## src/rtl/slt_serial.sv

```systemverilog
// Bit-serial less-than comparator: one full-adder slice computes a - b LSB-first
// over N cycles, then the result is held behind a valid/ready output handshake.
module slt_serial #(
  parameter int N = 32
) (
  input  logic         clk,
  input  logic         rst,
  input  logic         in_valid,
  output logic         in_ready,
  input  logic [N-1:0] a,
  input  logic [N-1:0] b,
  input  logic         is_signed,
  output logic         out_valid,
  input  logic         out_ready,
  output logic         lt,
  output logic         busy
);

  localparam int CW = (N > 1) ? $clog2(N) : 1;
  localparam logic [CW-1:0] LAST = CW'(N - 1);

  typedef enum logic [1:0] {IDLE, RUN, DONE} state_t;

  state_t        state;
  logic [N-1:0]  sh_a;
  logic [N-1:0]  sh_b;
  logic          msb_a;
  logic          msb_b;
  logic          mode_signed;
  logic          carry;
  logic [CW-1:0] cnt;
  logic          sum_bit;
  logic          carry_next;

  function automatic logic maj(input logic x, input logic y, input logic z);
    return (x & y) | (x & z) | (y & z);
  endfunction

  // Signed compares with differing signs are decided by a's sign alone;
  // otherwise the MSB of a - b cannot overflow and gives the answer.
  function automatic logic lt_result(input logic s_mode, input logic sa,
                                     input logic sb, input logic sum_msb,
                                     input logic cout);
    if (!s_mode)
      return ~cout;
    else if (sa != sb)
      return sa;
    else
      return sum_msb;
  endfunction

  assign sum_bit    = sh_a[0] ^ sh_b[0] ^ carry;
  assign carry_next = maj(sh_a[0], sh_b[0], carry);

  // Control path: state, handshake flags, counter, carry and result.
  always_ff @(posedge clk) begin
    if (rst) begin
      state     <= IDLE;
      in_ready  <= 1'b1;
      out_valid <= 1'b0;
      busy      <= 1'b0;
      lt        <= 1'b0;
      cnt       <= '0;
      carry     <= 1'b0;
    end else begin
      case (state)
        IDLE: begin
          if (in_valid) begin
            state    <= RUN;
            in_ready <= 1'b0;
            busy     <= 1'b1;
            cnt      <= '0;
            carry    <= 1'b1;
          end
        end
        RUN: begin
          carry <= carry_next;
          cnt   <= cnt + 1'b1;
          if (cnt == LAST) begin
            state     <= DONE;
            out_valid <= 1'b1;
            lt        <= lt_result(mode_signed, msb_a, msb_b, sum_bit, carry_next);
          end
        end
        DONE: begin
          if (out_ready) begin
            state     <= IDLE;
            out_valid <= 1'b0;
            in_ready  <= 1'b1;
            busy      <= 1'b0;
          end
        end
        default: begin
          state     <= IDLE;
          in_ready  <= 1'b1;
          out_valid <= 1'b0;
          busy      <= 1'b0;
        end
      endcase
    end
  end

  // Operand path: b is stored inverted so the carry-in of 1 completes a + ~b + 1.
  always_ff @(posedge clk) begin
    if (state == IDLE && in_valid) begin
      sh_a        <= a;
      sh_b        <= ~b;
      msb_a       <= a[N-1];
      msb_b       <= b[N-1];
      mode_signed <= is_signed;
    end else if (state == RUN) begin
      sh_a <= {1'b0, sh_a[N-1:1]};
      sh_b <= {1'b0, sh_b[N-1:1]};
    end
  end

endmodule

```

## config.mk

```make
export PLATFORM = sky130hd
export DESIGN_NAME = slt_serial
export DESIGN_NICKNAME = d
export VERILOG_FILES = /design/src/rtl/slt_serial.sv
export SDC_FILE = /design/constraint.sdc
export NUM_CORES = 1
export LEC_CHECK = 0
export ABC_CLOCK_PERIOD_IN_PS = 3200
export BUFFER_PORTS_ARGS = -buffer_cell sky130_fd_sc_hd__buf_2
export CORE_ASPECT_RATIO = 1.1
export CORE_MARGIN = 1.5
export CORE_UTILIZATION = 25
export CTS_CLUSTER_SIZE = 28
export DETAILED_ROUTE_END_ITERATION = 12
export HOLD_SLACK_MARGIN = 0.08
export PLACE_DENSITY_LB_ADDON = 0.15
export SETUP_SLACK_MARGIN = 0.5
export SLEW_MARGIN = 20
export SYNTH_ARGS = -nofsm -noshare
export SYNTH_HDL_FRONTEND = slang
export SYNTH_SLANG_ARGS = --single-unit
export TNS_END_PERCENT = 30
```

## constraint.sdc

```tcl
create_clock -name clk -period 3.2 [get_ports clk]
set_clock_uncertainty 0.1 [all_clocks]
set_input_delay 0.48 -clock clk [delete_from_list [all_inputs] [get_ports clk]]
set_output_delay 0.48 -clock clk [all_outputs]
set_load 0.02 [all_outputs]
```

==> results of run 1 <==
## kinds of logic (layout without fill, tap and decap cells)
kind of cell	count (synthesis)	after routing	share of synthesized area [%]
AOI/OAI and AO/OA	49	49	8.43
buffers and inverters	21	98	4.75
adders and majority gates	3	3	1.29
DFF	79	79	64.3
muxes	32	32	13.6
and+or+nand+nor	58	58	7.65
## worst max-delay path: cells and delay by family (launching register included)
family                 cells  cell delay (ns)
flip-flops                 1             0.52
buffers and inverters      1             0.39
AND/OR/NAND/NOR            1             0.61
multiplexers               1             0.33
## registers in the layout, indices dropped and copies added (netlist names), 2 cells and up
signal	flops
cnt	5
state	2
sh_a	32
sh_b	32
## synth_stat cells
master,n
dfxtp_1,12
edfxtp_1,67
buf_6,8
buf_2,1
buf_4,1
nand2_1,33
o211ai_1,1
nor2_1,7
and3_1,1
ha_1,2
o32a_1,1
mux2_4,31
mux2i_1,1
o21ai_2,5
o21ai_0,1
nor3b_1,2
nand2b_1,5
nand3_1,2
or3b_1,2
nor2b_1,3
clkbuf_1,2
a211oi_1,1
a221oi_1,1
a21oi_1,6
a31oi_1,1
fa_1,1
or2_2,1
inv_1,7
a311oi_1,1
o21ai_1,26
and2_1,2
buf_8,2
o21bai_1,2
a22oi_1,2
a21o_1,1
## layer usage
layer	vias up	wire length, µm
met1	963	3070
met4	0	129
met5	-	0
met3	11	207
li1	1030	-
met2	36	3020
## area by class of cell
cell class                 instances  area, µm²
fill                            1460       9470
sequential                        79       2250
multi-input combinational        142       1090
timing repair buffer              76        390
tap                              188        235
clock buffer                      10        229
clock inverter                     5       50.0
inverter                           7       26.3
## metrics by stage
| step | std cells | power (W) |
|---|---|---|
| floorplan | 242 | 0.00151 |
| finish | 507 | 0.00255 |
| global placement | 492 | 0.00159 |
| detailed placement | 492 | 0.00159 |
| CTS | 507 | 0.00259 |
| global route | 507 | 0.00267 |
## layout by cell type (no fill, tap or decap), types with 2 or more instances in the layout
cell	instances
o21ai_2	5
dfxtp_1	12
buf_4	4
nor2_1	7
ha_1	2
and2_1	2
nand2b_1	5
nand2_1	33
a22oi_1	2
clkbuf_16	9
mux2_4	31
o21bai_1	2
inv_1	6
nor3b_1	2
buf_2	72
clkinv_1	2
nor2b_1	3
o21ai_1	26
a21oi_1	6
nand3_1	2
edfxtp_1	67
## power by group through the flow
stage	sequential [W]	clock (W)	combinational [W]
CTS	0.00130	0.00102	0.000278
global placement	0.00131	0	0.000275
floorplan	0.00130	0	0.000209
global route	0.00131	0.00105	0.000306
detailed placement	0.00131	0	0.000278
finish	0.00129	0.000983	0.000270
## final timing paths
kind | startpoint | endpoint | cells past startpoint
max | state[0]$_SDFFE_PP0P_ | sh_a[0]$_DFFE_PP_ | 3
min | is_signed | mode_signed$_DFFE_PP_ | 1
max reg2reg | state[0]$_SDFFE_PP0P_ | sh_a[0]$_DFFE_PP_ | 3
min reg2reg | cnt[3]$_SDFFE_PP0P_ | cnt[3]$_SDFFE_PP0P_ | 2
==> summary.txt, run 1 <==
RePlAce Congestion -> 0.657
worst hold slack -> 0.247 ns
Ports -> 73
Hold Buf Count CTS -> 0
chip height -> 127 µm
sw frac -> 21.6%
post-synth top area share -> 57.4%
part of the power in registers -> 50.8%
Final WS setup -> 0.991 ns
r2r setup slk -> 0.99 ns
Power Dens Cells -> 597 nW/µm²
Yosys warning count -> 0
input/output buffers -> 72
design area -> 4270 µm²
max_cap viols -> 0
Worst Hold Class -> in2reg
layout cells sized above 1 -> 39.8%
clock tree from TritonCTS -> done
Final Critical Period -> 2.21 ns
Post-Syn Area per Cell -> 14.5 µm²
distinct cell type count after synthesis -> 35
clk_lat worst skew -> 0.33 ns
Clock power frac -> 38.6%
DR iter-0 viols -> 63
CP required -> 3.18 ns
P_leak -> 1.76 nW
initial antenna violation count -> 0
DP Worst Slack -> 0.842 ns
number of CTS-inserted buffers -> 9
Die Area -> 14700 µm²
actual slew at the worst max-slew pin -> 0.836 ns
vias in the first global route -> 2195
syn_nets -> 314
via count -> 2040
die width -> 116 µm
CTS H-tree lvls -> 3
Slew Viols, Final -> 0
# DRC -> 0
dominant cell type by area after synthesis -> edfxtp_1
Setup Buffers After CTS -> 0
CP max stage cell -> or3b_4
setup TNS -> 0 ns
Hold Fails Final Rpt -> 0
crit-path cells -> or3b_4, buf_4, mux2_4
Post-Syn Area -> 3500 µm²
Detailed Routing Iterations Pass 1 -> 4
fmax -> 453 MHz
DP HPWL -> 4.23 mm
combinational power share -> 10.6%
met1 Usage GRT -> 13.2%
Vias/cell -> 4.02
Layout area overhead -> 21.9%
RSZ-0062 raised after global routing -> false
Yosys reg bits -> 79
core area -> 13700 µm²
Overall Global Routing Usage -> 9.84%
clk root buf -> clkbuf_16
worst vdd ir -> 225 µV
final antenna-violating net count -> 0
met3 Use GR -> 2.28%
Int Pwr -> 0.00200 W
post-layout util -> 31.1%
largest net degree at the start of global routing -> 65
clock-pin slew on the worst setup and hold paths -> 0.06 ns
top cells by area, synth -> edfxtp_1 57%, mux2_4 13%, dfxtp_1 6.9%
status -> finished, final reports clean
Site Rows -> 45
clock buffer depth -> 2
DRT Wirelength -> 6.42 mm
Final Net Count -> 387
CP arrival -> 2.19 ns
slowest cell delay on critical path -> 0.61 ns
Starting Density -> 25.5%
Syn Inst Count -> 242
worst-path fanout max -> 30
sequential element share of the synthesized area -> 64.3%
Rel. slew slack -> 44.3%
Routed WL per cell -> 12.7 µm
GRT overflow -> 0
net switching power figure -> 0.000549 W
Setup CP Type -> reg2reg
fin crit share -> 69.0%
crit end category -> flip-flop
type of origin of the critical path -> flip-flop
gr busiest metal -> met2
Antenna Cells -> 0
placed cell area -> 3990 µm²
Global Route met2 Usage -> 15.0%
CTS resizes -> 0
first-pass GRT wire length -> 11.0 mm
Sink Count -> 79
count of final setup violators -> 0
Power figures use the tool's default switching activity.
==> inputs of run 2 (changes only) <==
ABC_CLOCK_PERIOD_IN_PS = 2100   (was 3200)
clock period = 2.1 ns   (was 3.2 ns; I/O delays follow)
==> run 2 against run 1 <==
Compared with the run above: wire length grew 12%; via count grew 3.5%; critical path depth is the same; register-to-register slack lost 0.55 ns; largest cell class unchanged; largest power group unchanged; die area is the same; power grew 65%; worst hold slack lost 0.15 ns.
==> summary.txt, run 2 (synthesis results as in run 1) <==
status -> finished, final reports clean
input/output buffers -> 72 (unchanged)
P_leak -> 1.90 nW (+7.6%)
largest net degree at the start of global routing -> 52 (-20%)
clk_lat worst skew -> 0.33 ns (about the same)
worst r2r src -> state[1]$_SDFFE_PP0P_
die width -> 116 µm (unchanged)
Multi-input gate area -> 1100 µm² (+1.0%)
worst vdd ir -> 399 µV (+77%)
chip height -> 127 µm (unchanged)
fill cell count -> 1418 (-2.9%)
Die Area -> 14700 µm² (unchanged)
first-pass GRT wire length -> 11.3 mm (+2.7%)
part of the power in registers -> 46.9% (-3.9 points)
worst hold endpoint -> msb_a$_DFFE_PP_
Min-Delay Path Depth -> 1 (unchanged)
DP Cell Count -> 495 (+0.61%)
Worst R2R Path Depth -> 3 (unchanged)
commonest non-fill, non-tap cell in the layout -> buf_2
max_cap viols -> 0 (unchanged)
worst-path fanout max -> 27 (-10%)
clock buffer depth -> 2 (unchanged)
# DRC -> 0 (unchanged)
RePlAce Congestion -> 0.641 (-2.5%)
Site Rows -> 45 (unchanged)
RR Endpoint -> sh_a[25]$_DFFE_PP_
DP HPWL -> 4.47 mm (+5.8%)
Final Critical Period -> 1.66 ns (-0.548 ns)
Antenna Cells -> 0 (unchanged)
initial antenna violation count -> 0 (unchanged)
most frequent cells in the layout -> 72 x buf_2, 67 x edfxtp_1, 33 x nand2_1, 31 x mux2_4, 26 x o21ai_1
Layout area overhead -> 29.7%
actual slew at the worst max-slew pin -> 0.409 ns (-0.427 ns)
Final Net Count -> 401 (+3.6%)
Power Dens Cells -> 924 nW/µm² (+55%)
DP Worst Slack -> 0.277 ns (-0.566 ns)
setup TNS -> 0 ns (unchanged)
Setup CP Type -> reg2reg
crit end category -> flip-flop
Vias/cell -> 4.05 (+0.75%)
Finished Layout Cells -> 521 (+2.8%)
Rel. slew slack -> 72.7% (+28 points)
Hold Fails Final Rpt -> 0 (unchanged)
CTS H-tree lvls -> 3 (unchanged)
r2r setup slk -> 0.44 ns (-0.55 ns)
layout cells sized above 1 -> 42.6% (+2.8 points)
Clock power frac -> 41.7% (+3.1 points)
core area -> 13700 µm² (unchanged)
RSZ-0062 raised after global routing -> true
Sink Count -> 79 (unchanged)
Worst Hold Class -> in2reg
count of final setup violators -> 0 (unchanged)
clock tree from TritonCTS -> done
via count -> 2112 (+3.5%)
DRT Wirelength -> 7.22 mm (+12%)
biggest regs -> sh_a: 32 flops, sh_b: 32 flops, cnt: 5 flops
CP arrival -> 1.64 ns (-0.55 ns)
number of CTS-inserted buffers -> 9 (unchanged)
hold path start -> a[31]
Overall Global Routing Usage -> 10.3% (+0.44 points)
Int Pwr -> 0.00333 W (+67%)
fmax -> 602 MHz (+33%)
Slew Viols, Final -> 0 (unchanged)
Final WS setup -> 0.439 ns (-0.552 ns)
GRT overflow -> 0 (unchanged)
Ports -> 73 (unchanged)
sw frac -> 20.6% (-0.92 points)
Routed WL per cell -> 13.9 µm (+9.4%)
Detailed Routing Iterations Pass 1 -> 4 (unchanged)
clk root buf -> clkbuf_16
fin crit share -> 79.1% (+10 points)
vias in the first global route -> 2181 (-0.64%)
sequential standard cell area -> 2260 µm² (+0.22%)
Final Power -> 0.00420 W (+65%)
Starting Density -> 25.5% (unchanged)
DR iter-0 viols -> 85 (+35%)
final antenna-violating net count -> 0 (unchanged)
CP required -> 2.08 ns (-1.10 ns)
net switching power figure -> 0.000866 W (+58%)
combinational power share -> 11.3% (+0.7 points)
type of origin of the critical path -> flip-flop
clock-pin slew on the worst setup and hold paths -> 0.06 ns (about the same)
==> run 2: cell types whose count changed in the layout (fill, tap and decap cells not counted), moves of 2 or more <==
cell	before	now
buf_12	0	2
buf_4	4	9
buf_8	0	2
bufinv_16	1	3
clkbuf_16	9	11
dfxtp_1	12	10
dlygate4sd3_1	0	2
==> run 2: area by class of cell <==
type | count | area share (%)
sequential | 79 | 49.7
tap | 188 | 5.18
clock inverter | 5 | 2.15
multi-input combinational | 142 | 24.2
clock buffer | 10 | 5.04
timing repair buffer | 90 | 13.1
inverter | 7 | 0.661
==> run 2: worst max-delay path, stage by stage, from the launching register on <==
cell	delay, ns
dfxtp_4	0.35
or3b_4	0.44
buf_12	0.19
mux2_4	0.31
==> run 2: worst max-delay path by stage <==
stage	start	endpoint	slack, ns	cells after the start
2_1_floorplan	state[0]$_SDFFE_PP0P_	sh_a[0]$_DFFE_PP_	0.02	3
3_3_place_gp	in_valid	sh_a[19]$_DFFE_PP_	0.28	4
3_5_place_dp	in_valid	sh_a[21]$_DFFE_PP_	0.28	4
4_1_cts	state[0]$_SDFFE_PP0P_	sh_a[0]$_DFFE_PP_	0.42	3
5_1_grt	state[1]$_SDFFE_PP0P_	sh_a[25]$_DFFE_PP_	0.41	3
6_report	state[1]$_SDFFE_PP0P_	sh_a[25]$_DFFE_PP_	0.44	3
==> run 2: power by group through the flow <==
stage	registers, W	logic [W]	clock network (W)
after global routing	0.00199	0.000534	0.00188
after CTS	0.00197	0.000451	0.00181
after floorplan	0.00199	0.000322	0
after detailed placement	0.00200	0.000441	0
after global placement	0.00200	0.000434	0
final	0.00197	0.000476	0.00175
==> run 2: metal layers <==
metal | part of all wire [%] | track usage, % | vias to the layer above
met5 | 0 | 0 | -
met4 | 2.3 | 5.09 | 0
met3 | 4.9 | 3.32 | 9
met2 | 47 | 15.5 | 49
met1 | 46 | 13.2 | 993
li1 | - | - | 1061
==> run 2: timing repair <==
item / CTS / global route
hold buffers: 2 / 0
cloned: 0 / 2
buffers inserted: 0 / 7
setup endpoints to repair: 80 / 33
hold endpoints to repair: 2 / 0
resized for setup: 4 / 4
==> run 2: stage by stage <==
stage	area (µm²)	utilization, %	hold slack (ns)
2_1_floorplan	3520	-	0.293
3_3_place_gp	4050	29.5	0.380
3_5_place_dp	4050	29.5	0.391
4_1_cts	4410	32.1	0.0840
5_1_grt	4540	33.1	0.0920
6_report	4540	33.1	0.0954
==> inputs of run 3 (changes only) <==
ABC_AREA = 1   (was default)
ABC_CLOCK_PERIOD_IN_PS = 1700   (was 2100)
clock period = 1.7 ns   (was 2.1 ns; I/O delays follow)
==> run 3 against run 2 <==
Compared with the run above: fmax grew 14%; critical path depth grew 4; via count grew 23%; core utilization grew 6.6 points; area after synthesis shrank 4.8%; non-clock buffer count grew 23; register-to-register slack lost 0.19 ns; combinational power grew 98%; count of clock-buffer cells in the layout shrank 1; synthesized cell count grew 32%; worst hold slack lost 0.0078 ns; critical endpoint is now lt$_SDFFE_PP0P_.
==> summary.txt, run 3 <==
final antenna-violating net count -> 0 (unchanged)
core area -> 13100 µm² (-4.6%)
largest net degree at the start of global routing -> 55 (+5.8%)
Rel. slew slack -> 79.2% (+6.5 points)
worst-path fanout max -> 2 (-93%)
Site Rows -> 44 (-2.2%)
commonest cells in the netlist -> 143 x nand2_1, 67 x edfxtp_1, 40 x o21ai_0
Antenna Cells -> 0 (unchanged)
biggest regs -> sh_a: 32 flops, sh_b: 32 flops, cnt: 5 flops
post-synth top area share -> 60.3% (+2.9 points)
initial antenna violation count -> 0 (unchanged)
Starting Density -> 25.4% (-0.043 points)
Global Route met2 Usage -> 18.5% (+3.0 points)
Yosys warning count -> 0 (unchanged)
CP arrival -> 1.57 ns (-0.07 ns)
clock-pin slew on the worst setup and hold paths -> 0.07 ns (about the same)
async set-reset flop share out of synthesis -> 0% (unchanged)
Sink Count -> 79 (unchanged)
top cells by area, synth -> edfxtp_1 60%, nand2_1 16%, dfxtp_1 7.2%
Final Net Count -> 510 (+27%)
Ports -> 73 (unchanged)
count of final setup violators -> 0 (unchanged)
actual slew at the worst max-slew pin -> 0.309 ns (-0.100 ns)
layout cells sized above 1 -> 46.0% (+3.4 points)
Final WS setup -> 0.248 ns (-0.191 ns)
DR iter-0 viols -> 93 (+9.4%)
Post-Syn Area -> 3330 µm² (-4.8%)
Overall Global Routing Usage -> 11.7% (+1.4 points)
input/output buffers -> 72 (unchanged)
status -> finished, final reports clean
Hold Fails Final Rpt -> 0 (unchanged)
fmax -> 688 MHz (+14%)
Slew Viols, Final -> 0 (unchanged)
RSZ-0062 raised after global routing -> true
DRT Wirelength -> 8.72 mm (+21%)
dominant cell type by area after synthesis -> edfxtp_1
fill cell count -> 1314 (-7.3%)
clk root buf -> clkbuf_16
DP HPWL -> 4.42 mm (-1.2%)
sequential standard cell area -> 2260 µm² (+0.22%)
# DRC -> 0 (unchanged)
clock tree from TritonCTS -> done
clock buffer depth -> 2 (unchanged)
GRT overflow -> 0 (unchanged)
prevailing post-synth register cell -> edfxtp_1
met1 Usage GRT -> 15.6% (+2.4 points)
Setup CP Type -> reg2reg
met3 Use GR -> 3.16% (-0.16 points)
distinct cell type count after synthesis -> 19 (-46%)
clk_lat worst skew -> 0.34 ns (about the same)
Detailed Routing Iterations Pass 1 -> 4 (unchanged)
number of CTS-inserted buffers -> 9 (unchanged)
crit end category -> flip-flop
Die Area -> 14000 µm² (-4.7%)
Final Power -> 0.00541 W (+29%)
sequential element share of the synthesized area -> 67.5% (+3.2 points)
CP required -> 1.82 ns (-0.26 ns)
Post-Syn Area per Cell -> 10.4 µm² (-28%)
die width -> 113 µm (-2.4%)
P_leak -> 2.25 nW (+19%)
gr busiest metal -> met2
Finished Layout Cells -> 604 (+16%)
Worst Hold Class -> in2reg
EDFF count, synth -> 67 (unchanged)
type of origin of the critical path -> flip-flop
Final Critical Period -> 1.45 ns (-0.209 ns)
top-count cell post-synth -> nand2_1
fin crit share -> 85.4% (+6.3 points)
CTS H-tree lvls -> 3 (unchanged)
Multi-input gate area -> 1240 µm² (+13%)
via count -> 2597 (+23%)
max_cap viols -> 0 (unchanged)
setup TNS -> 0 ns (unchanged)
Layout area overhead -> 56.0%
commonest non-fill, non-tap cell in the layout -> nand2_1
Vias/cell -> 4.30 (+6.1%)
syn_nets -> 392 (+25%)
Routed WL per cell -> 14.4 µm (+4.3%)
Yosys reg bits -> 79 (unchanged)
Syn Inst Count -> 320 (+32%)
worst vdd ir -> 548 µV (+38%)
most frequent cells in the layout -> 86 x nand2_1, 72 x buf_2, 67 x edfxtp_1, 30 x nand2_2, 28 x nand2_4
first-pass GRT wire length -> 12.5 mm (+11%)
DP Worst Slack -> 0.195 ns (-0.0815 ns)
Power Dens Cells -> 1040 nW/µm² (+13%)
chip height -> 124 µm (-2.4%)
DP Cell Count -> 544 (+9.9%)
vias in the first global route -> 2486 (+14%)
RePlAce Congestion -> 0.723 (+13%)
[run 3: power by group]
group | internal, W | switching, W | total, W
Sequential | 0.00241 | 0.000113 | 0.00252
Combinational | 0.000457 | 0.000488 | 0.000944
Clock | 0.00114 | 0.000808 | 0.00195
[run 3: logic make-up after synthesis]
logic type | count (synthesis) | synth area share (%)
and+or+nand+nor | 157 | 18.4
DFF | 79 | 67.5
AOI/OAI and AO/OA | 50 | 7.50
buffers and inverters | 31 | 5.18
adders and majority gates | 3 | 1.35
[run 3: per-stage QoR]
stage	util [%]	area, µm²	hold slack [ns]
floorplan	-	3360	0.217
global placement	29.5	3860	0.342
detailed placement	29.5	3860	0.345
CTS	35.2	4610	0.0803
global route	39.7	5200	0.0891
finish	39.7	5200	0.0876
[run 3: worst paths after layout]
kind,to,slack (ns),depth (start not counted),from
setup / recovery,lt$_SDFFE_PP0P_,0.25,7,sh_a[0]$_DFFE_PP_
hold / removal,sh_a[25]$_DFFE_PP_,0.09,3,a[25]
setup reg to reg,lt$_SDFFE_PP0P_,0.25,7,sh_a[0]$_DFFE_PP_
hold reg to reg,in_ready$_SDFFE_PP1P_,0.37,2,in_ready$_SDFFE_PP1P_
[run 3: cell type report]
cell class                 count  area share [%]
inverter                      18            1.71
timing repair buffer         113            19.3
clock buffer                   9            4.33
clock inverter                 7            1.37
timing repair inverter         7            2.04
multi-input combinational    210            23.9
sequential                    79            43.5
tap                          161            3.87
[run 3: repair_timing]
| item | CTS | global route |
|---|---|---|
| setup buffers | 8 | 4 |
| setup endpoints to repair | 141 | 145 |
| resized for setup | 26 | 119 |
| hold buffers | 11 | 0 |
| endpoints found under the hold margin | 11 | 0 |
| gates cloned | 10 | 11 |
| pin swaps | 2 | 34 |
[run 3: layer usage]
metal	vias up	part of all wire, %
met5	-	0
met1	1206	47
met2	69	47
met4	0	1.7
met3	10	4.8
li1	1312	-
[run 3: worst max-delay path, cell delays in order, from the launching register on]
cell,delay (ns)
edfxtp_1,0.32
inv_1,0.05
fa_1,0.55
nor2_1,0.04
nor2_1,0.08
nand2_1,0.05
o21ai_1,0.07
a21oi_1,0.07
